==> config.mk <==
export PLATFORM = sky130hd
export DESIGN_NAME = serial_add_ctrl
export DESIGN_NICKNAME = d
export VERILOG_FILES = /design/src/rtl/serial_add_pkg.sv /design/src/rtl/full_adder_cell.sv /design/src/rtl/serial_add_ctrl.sv
export SDC_FILE = /design/constraint.sdc
export NUM_CORES = 1
export LEC_CHECK = 0
export BUFFER_PORTS_ARGS = -buffer_cell sky130_fd_sc_hd__buf_2
export CORE_MARGIN = 2
export CORE_UTILIZATION = 57
export DETAILED_ROUTE_END_ITERATION = 6
export MAX_ROUTING_LAYER = met4
export PLACE_DENSITY = 0.83
export SYNTH_ARGS = -nofsm -noshare
export SYNTH_HDL_FRONTEND = slang
export SYNTH_SLANG_ARGS = --single-unit
==> constraint.sdc <==
create_clock -name clk -period 4.2 [get_ports clk]
set_clock_uncertainty 0.2 [all_clocks]
set_input_delay 1.05 -clock clk [delete_from_list [all_inputs] [get_ports clk]]
set_output_delay 1.05 -clock clk [all_outputs]
set_load 0.01 [all_outputs]
==> src/rtl/serial_add_pkg.sv <==
// Shared types and helpers for the bit-serial adder controller.
package serial_add_pkg;

    typedef enum logic [1:0] {
        ST_IDLE = 2'd0,
        ST_RUN  = 2'd1,
        ST_DONE = 2'd2
    } state_e;

    // Bit-counter width; a 1-bit operand still needs a 1-bit counter.
    function automatic int cnt_width(input int width);
        return (width > 1) ? $clog2(width) : 1;
    endfunction

endpackage

==> src/rtl/full_adder_cell.sv <==
// Combinational 1-bit full adder, time-shared by serial_add_ctrl.
module full_adder_cell (
    input  logic a,
    input  logic b,
    input  logic ci,
    output logic s,
    output logic co
);

    assign s  = a ^ b ^ ci;
    assign co = (a & b) | (ci & (a ^ b));

endmodule

==> src/rtl/serial_add_ctrl.sv <==
// Bit-serial adder controller: {cout,sum} = a + b + cin over WIDTH cycles.
// Optional signed-overflow output enabled by defining SERIAL_ADD_OVF_EN.
module serial_add_ctrl
    import serial_add_pkg::*;
#(
    parameter  int WIDTH = 8,
    localparam int CNT_W = cnt_width(WIDTH)
) (
    input  logic             clk,
    input  logic             rst_n,
    input  logic             start_valid,
    output logic             start_ready,
    input  logic [WIDTH-1:0] a,
    input  logic [WIDTH-1:0] b,
    input  logic             cin,
    output logic             done_valid,
    input  logic             done_ready,
    output logic [WIDTH-1:0] sum,
    output logic             cout
`ifdef SERIAL_ADD_OVF_EN
    ,
    output logic             ovf
`endif
);

    localparam logic [CNT_W-1:0] LAST_BIT = CNT_W'(WIDTH - 1);

    state_e           state_q;
    logic [WIDTH-1:0] a_sh_q;
    logic [WIDTH-1:0] b_sh_q;
    logic [WIDTH-1:0] sum_q;
    logic [WIDTH-1:0] sum_d;
    logic [CNT_W-1:0] cnt_q;
    logic             carry_q;
    logic             cout_q;
    logic             start_ready_q;
    logic             done_valid_q;
    logic             fa_s;
    logic             fa_co;
`ifdef SERIAL_ADD_OVF_EN
    logic             ovf_q;
`endif

    full_adder_cell u_fa (
        .a  (a_sh_q[0]),
        .b  (b_sh_q[0]),
        .ci (carry_q),
        .s  (fa_s),
        .co (fa_co)
    );

    // Sum register fills from the MSB end so the LSB lands at bit 0 last.
    always_comb begin
        sum_d            = sum_q >> 1;
        sum_d[WIDTH-1]   = fa_s;
    end

    always_ff @(posedge clk or negedge rst_n) begin
        if (!rst_n) begin
            state_q       <= ST_IDLE;
            a_sh_q        <= '0;
            b_sh_q        <= '0;
            sum_q         <= '0;
            cnt_q         <= '0;
            carry_q       <= 1'b0;
            cout_q        <= 1'b0;
            start_ready_q <= 1'b1;
            done_valid_q  <= 1'b0;
`ifdef SERIAL_ADD_OVF_EN
            ovf_q         <= 1'b0;
`endif
        end else begin
            case (state_q)
                ST_IDLE: begin
                    if (start_valid && start_ready_q) begin
                        a_sh_q        <= a;
                        b_sh_q        <= b;
                        carry_q       <= cin;
                        cnt_q         <= '0;
                        start_ready_q <= 1'b0;
                        state_q       <= ST_RUN;
                    end
                end
                ST_RUN: begin
                    a_sh_q  <= a_sh_q >> 1;
                    b_sh_q  <= b_sh_q >> 1;
                    sum_q   <= sum_d;
                    carry_q <= fa_co;
                    cnt_q   <= cnt_q + CNT_W'(1);
                    if (cnt_q == LAST_BIT) begin
                        cout_q       <= fa_co;
`ifdef SERIAL_ADD_OVF_EN
                        // carry_q here is the carry into the MSB.
                        ovf_q        <= carry_q ^ fa_co;
`endif
                        done_valid_q <= 1'b1;
                        state_q      <= ST_DONE;
                    end
                end
                ST_DONE: begin
                    if (done_ready) begin
                        done_valid_q  <= 1'b0;
                        start_ready_q <= 1'b1;
                        state_q       <= ST_IDLE;
                    end
                end
                default: begin
                    done_valid_q  <= 1'b0;
                    start_ready_q <= 1'b1;
                    state_q       <= ST_IDLE;
                end
            endcase
        end
    end

    assign start_ready = start_ready_q;
    assign done_valid  = done_valid_q;
    assign sum         = sum_q;
    assign cout        = cout_q;
`ifdef SERIAL_ADD_OVF_EN
    assign ovf         = ovf_q;
`endif

endmodule

==> impl.org <==
** Clock tree
- The clock tree synthesis step divided the H-tree into 2 levels.
- Root buf cell :: clkbuf_4
- Clock latency on the worst-skew pair, taken at its later pin, is 320 ps.
- The number of gates resized after CTS was 0.
- CTS Buf Count :: 5
- Clock tree sinks :: 33
- Worst-case clock buffer depth :: 2
- TritonCTS built the clock tree.
- Post-CTS clock slew at the launch and capture registers of the worst setup and hold paths :: 100 ps
- Post-CTS timing repair inserted 0 buffers for setup.
- Total of hold buffers inserted after clock tree synthesis :: 0

** Final layout
- Cells fill 68.4% of the core in the end.
- Number of filler instances in the final layout :: slightly below 200
- Compared with the post-synthesis result, the final layout area differs by 13.3%.
- NumNets Final :: 178
- Number of antenna diodes :: 0
- Share of cells above drive strength 1 :: 35.5%
- Final Non-Filler Cells :: 185

** Yosys
- After synthesis, flip-flops and latches occupy 54.8% of the total area.
- Number of synthesized flops with an enable pin :: 0
- Counting every net in the synthesized netlist gives 148.
- Of all cell types, the one taking the most synthesized area is dfrtp_1.
- YS warnings :: 0
- #FFs+latches synth :: 33
- For this run, the leading register cell type out of synthesis is dfrtp_1.
- Gate count after technology mapping :: 124
- The share of synthesized area in the top cell type comes to 53.0%.
- A synthesized cell averages 12.2 µm².
- Cell area after synthesis :: 1510 µm²
- Counting flops with an async set or reset pin after synthesis yields a share of 100%.
- Netlist cell types :: 24
- Sorting the synthesized cells by area gives the leading types as dfrtp_1 53%, mux2i_1 8.6%, mux2_2 8.2%.

** Floorplan
- After floorplanning, the core was divided into 18 placement rows.
- After floorplanning, the core was sized to cover 2500 µm².
- The die is 55.5 µm wide.
- Overall die area :: 3080 µm²
- Measured along the y axis, the die boundary spans 55.5 µm.
- For this design the top-level I/O count stands at 32.
- Effective utilization at floorplan :: 60.4%

** Pwr
- Total Power :: 1310 µW
- Part of the power in registers :: approximately 44%
- Clock network fraction of total power :: between 15 and 20%
- For this design the total switching power over the nets is 477 µW.
- Combinational logic burns 40.8% of the power.
- Worst vdd rail ir drop :: 616 µV
- Cell internal power dissipation :: between 800 and 900 µW
- Of the total power, the share spent switching nets is between 30 and 40%.
- Total leakage power :: 0.000819 µW
- Ratio of total power to cell area :: approximately 770 nW/µm²

** Global route
- Combined global-route utilization of all metal layers :: 20.6%
- Maximum number of pins on one net before global-route repair :: 34
- The via count of the first global-routing pass is about 1100.
- Initial antenna violation count :: 0
- The first global-routing pass estimated between 4000 and 5000 µm of wire.
- After global routing the overflow that remains totals 0.

** Route
- DRC violation count after routing :: 0
- Overall via count from detail_route :: 1050
- Dividing the detail-routed via count by the number of cells gives 5.68.
- For this block, the initial DRC count from the detailed router was 19.
- Sum of routed wire length over all layers :: 2730 µm
- The count of nets left with antenna violations once routing finished came out at 0.
- Iteration count of the initial detailed-routing pass :: 4
- In the final routed layout, each cell accounts on average for 14.8 µm.

** Setup path
- Type of the worst setup path :: register to register
- Critical R2R Launch :: state_q[1]$_DFFE_PN0P_
- Counting cells, the worst reg-to-reg path comes to 3.
- Crit end category :: register
- Worst flop-to-flop path endpoint :: a_sh_q[6]$_DFFE_PN0P_
- Along the worst path, the maximum fanout reaches 27.
- Data on the critical path is required at its endpoint by 4210 ps.
- The worst setup path is launched from a register.
- The worst register-to-register path has a setup slack of 1820 ps.
- First element of the critical path :: state_q[1]$_DFFE_PN0P_
- In this run the worst setup path terminates at a_sh_q[6]$_DFFE_PN0P_.
- Worst endpoint data arrival time :: 2390 ps

** STA
- Setup repair after global routing missed its margin :: no
- For the final routed database, the setup TNS stands at 0 ps.
- Measured slew at the worst slew-check pin :: 858 ps
- After layout, the worst path uses 56.7% of the clock period.
- The routed design could run at a clock period as short as 2380 ps.
- Static timing analysis puts the maximum clock frequency at 420 MHz.
- Headroom to the max-slew limit came out at 42.7%.
- Setup violations remaining at the end of the flow were counted as 0.
- The total count of max-transition violations in the final report is 0.
- Hold timing on the final database bottoms out at a slack of 282 ps.
- The total count of hold-check failures in the final report was 0.

** Placement
- Buffers placed on the I/O ports in this run total 31.
- Final weighted congestion in routability-driven placement :: 0.746
- DP Wirelength :: between 1500 and 2000 µm
- Counting tap cells, the placed design contains a total of 177 instances.

** Worst hold path
- Hold Crit Class :: register to register

** Status
- The flow ran to the end, and the final reports show no timing, DRC or antenna violations.

** Run
- Maximum capacitance violations :: 0
## per-stage QoR
step	setup slack, ps	area [µm²]
finish	1820	1710
global route	1710	1710
CTS	1830	1710
detailed placement	1540	1640
global placement	1630	1640
floorplan	2180	1510
## synth_stat cells, drive strengths merged, types with 2 or more instances
master   n
ha       2
a21oi    5
mux2    13
a22o     2
nand2    7
clkbuf   2
inv      2
dfrtp   32
nor2     4
mux2i   13
buf      6
o21ai   28
## cell families after synthesis
group | count (synthesis) | synth area share [%]
buffers and inverters | 10 | 4.64
DFF | 33 | 54.8
adders and majority gates | 3 | 2.98
muxes | 26 | 18.8
AOI/OAI and AO/OA | 38 | 14.1
and+or+nand+nor | 14 | 4.72
## registers in the layout (all words and copies together), names as in the netlist
signal,flops
a_sh_q,8
carry_q,1
start_ready,1
cnt_q,3
done_valid,1
cout,1
b_sh_q,8
sum,8
state_q,2
## worst max-delay path: stages, from the launching register on
cell and delay (ps):
dfrtp_1 650, nor2b_4 790, mux2_4 350, mux2_2 270
## worst min path at each step
stage | start | to | slack, ps | depth (start not counted)
after global placement | cnt_q[0]$_DFFE_PN0P_ | cnt_q[0]$_DFFE_PN0P_ | 260 | 1
final | cnt_q[0]$_DFFE_PN0P_ | cnt_q[0]$_DFFE_PN0P_ | 280 | 1
after detailed placement | cnt_q[0]$_DFFE_PN0P_ | cnt_q[0]$_DFFE_PN0P_ | 270 | 1
after CTS | cnt_q[0]$_DFFE_PN0P_ | cnt_q[0]$_DFFE_PN0P_ | 280 | 1
after global routing | cnt_q[0]$_DFFE_PN0P_ | cnt_q[0]$_DFFE_PN0P_ | 310 | 1
after floorplan | cnt_q[0]$_DFFE_PN0P_ | cnt_q[0]$_DFFE_PN0P_ | 250 | 1
## placed cells by master, fill, tap and decap left out
master / synthesis / final
dfrtp_1: 32 / 32
buf_2: 2 / 31
o21ai_0: 15 / 15
mux2i_1: 13 / 13
o21ai_1: 13 / 13
mux2_2: 11 / 11
nand2_1: 7 / 7
clkbuf_4: 0 / 5
nor2_1: 4 / 4
a21oi_1: 4 / 4
a22o_1: 2 / 2
mux2_4: 2 / 2
inv_1: 2 / 2
ha_1: 2 / 2
clkbuf_8: 0 / 2
nor2b_4: 1 / 1
a21oi_2: 1 / 1
or2_1: 1 / 1
and4b_1: 1 / 1
a21boi_0: 1 / 1
a32o_1: 1 / 1
a2bb2oi_1: 1 / 1
fa_1: 1 / 1
clkinv_2: 0 / 1
dfstp_2: 1 / 1
## power by group through the flow
| stage | logic [µW] | registers [µW] | clock network (µW) |
|---|---|---|---|
| global route | 599 | 598 | 223 |
| detailed placement | 541 | 580 | 0 |
| global placement | 514 | 568 | 0 |
| finish | 534 | 573 | 202 |
| floorplan | 429 | 575 | 0 |
| CTS | 543 | 574 | 205 |
## per-layer routing
layer	track usage, %	share of wire, %	vias to the layer above	wire, µm
li1	-	-	504	-
met1	24.7	46	512	1260
met2	33.2	47	29	1300
met3	6.79	4.9	5	134
met4	6.27	1.5	0	40
met5	-	0	-	0
## final cells by class
class	instances	area (µm²)	share of cell area, %
clock buffer	7	65.1	3.80
sequential	33	827	48.4
multi-input combinational	81	613	35.8
tap	30	37.5	2.19
timing repair buffer	31	155	9.07
clock inverter	1	5.00	0.293
inverter	2	7.51	0.439
No activity file was read; power rests on OpenSTA's default activity.
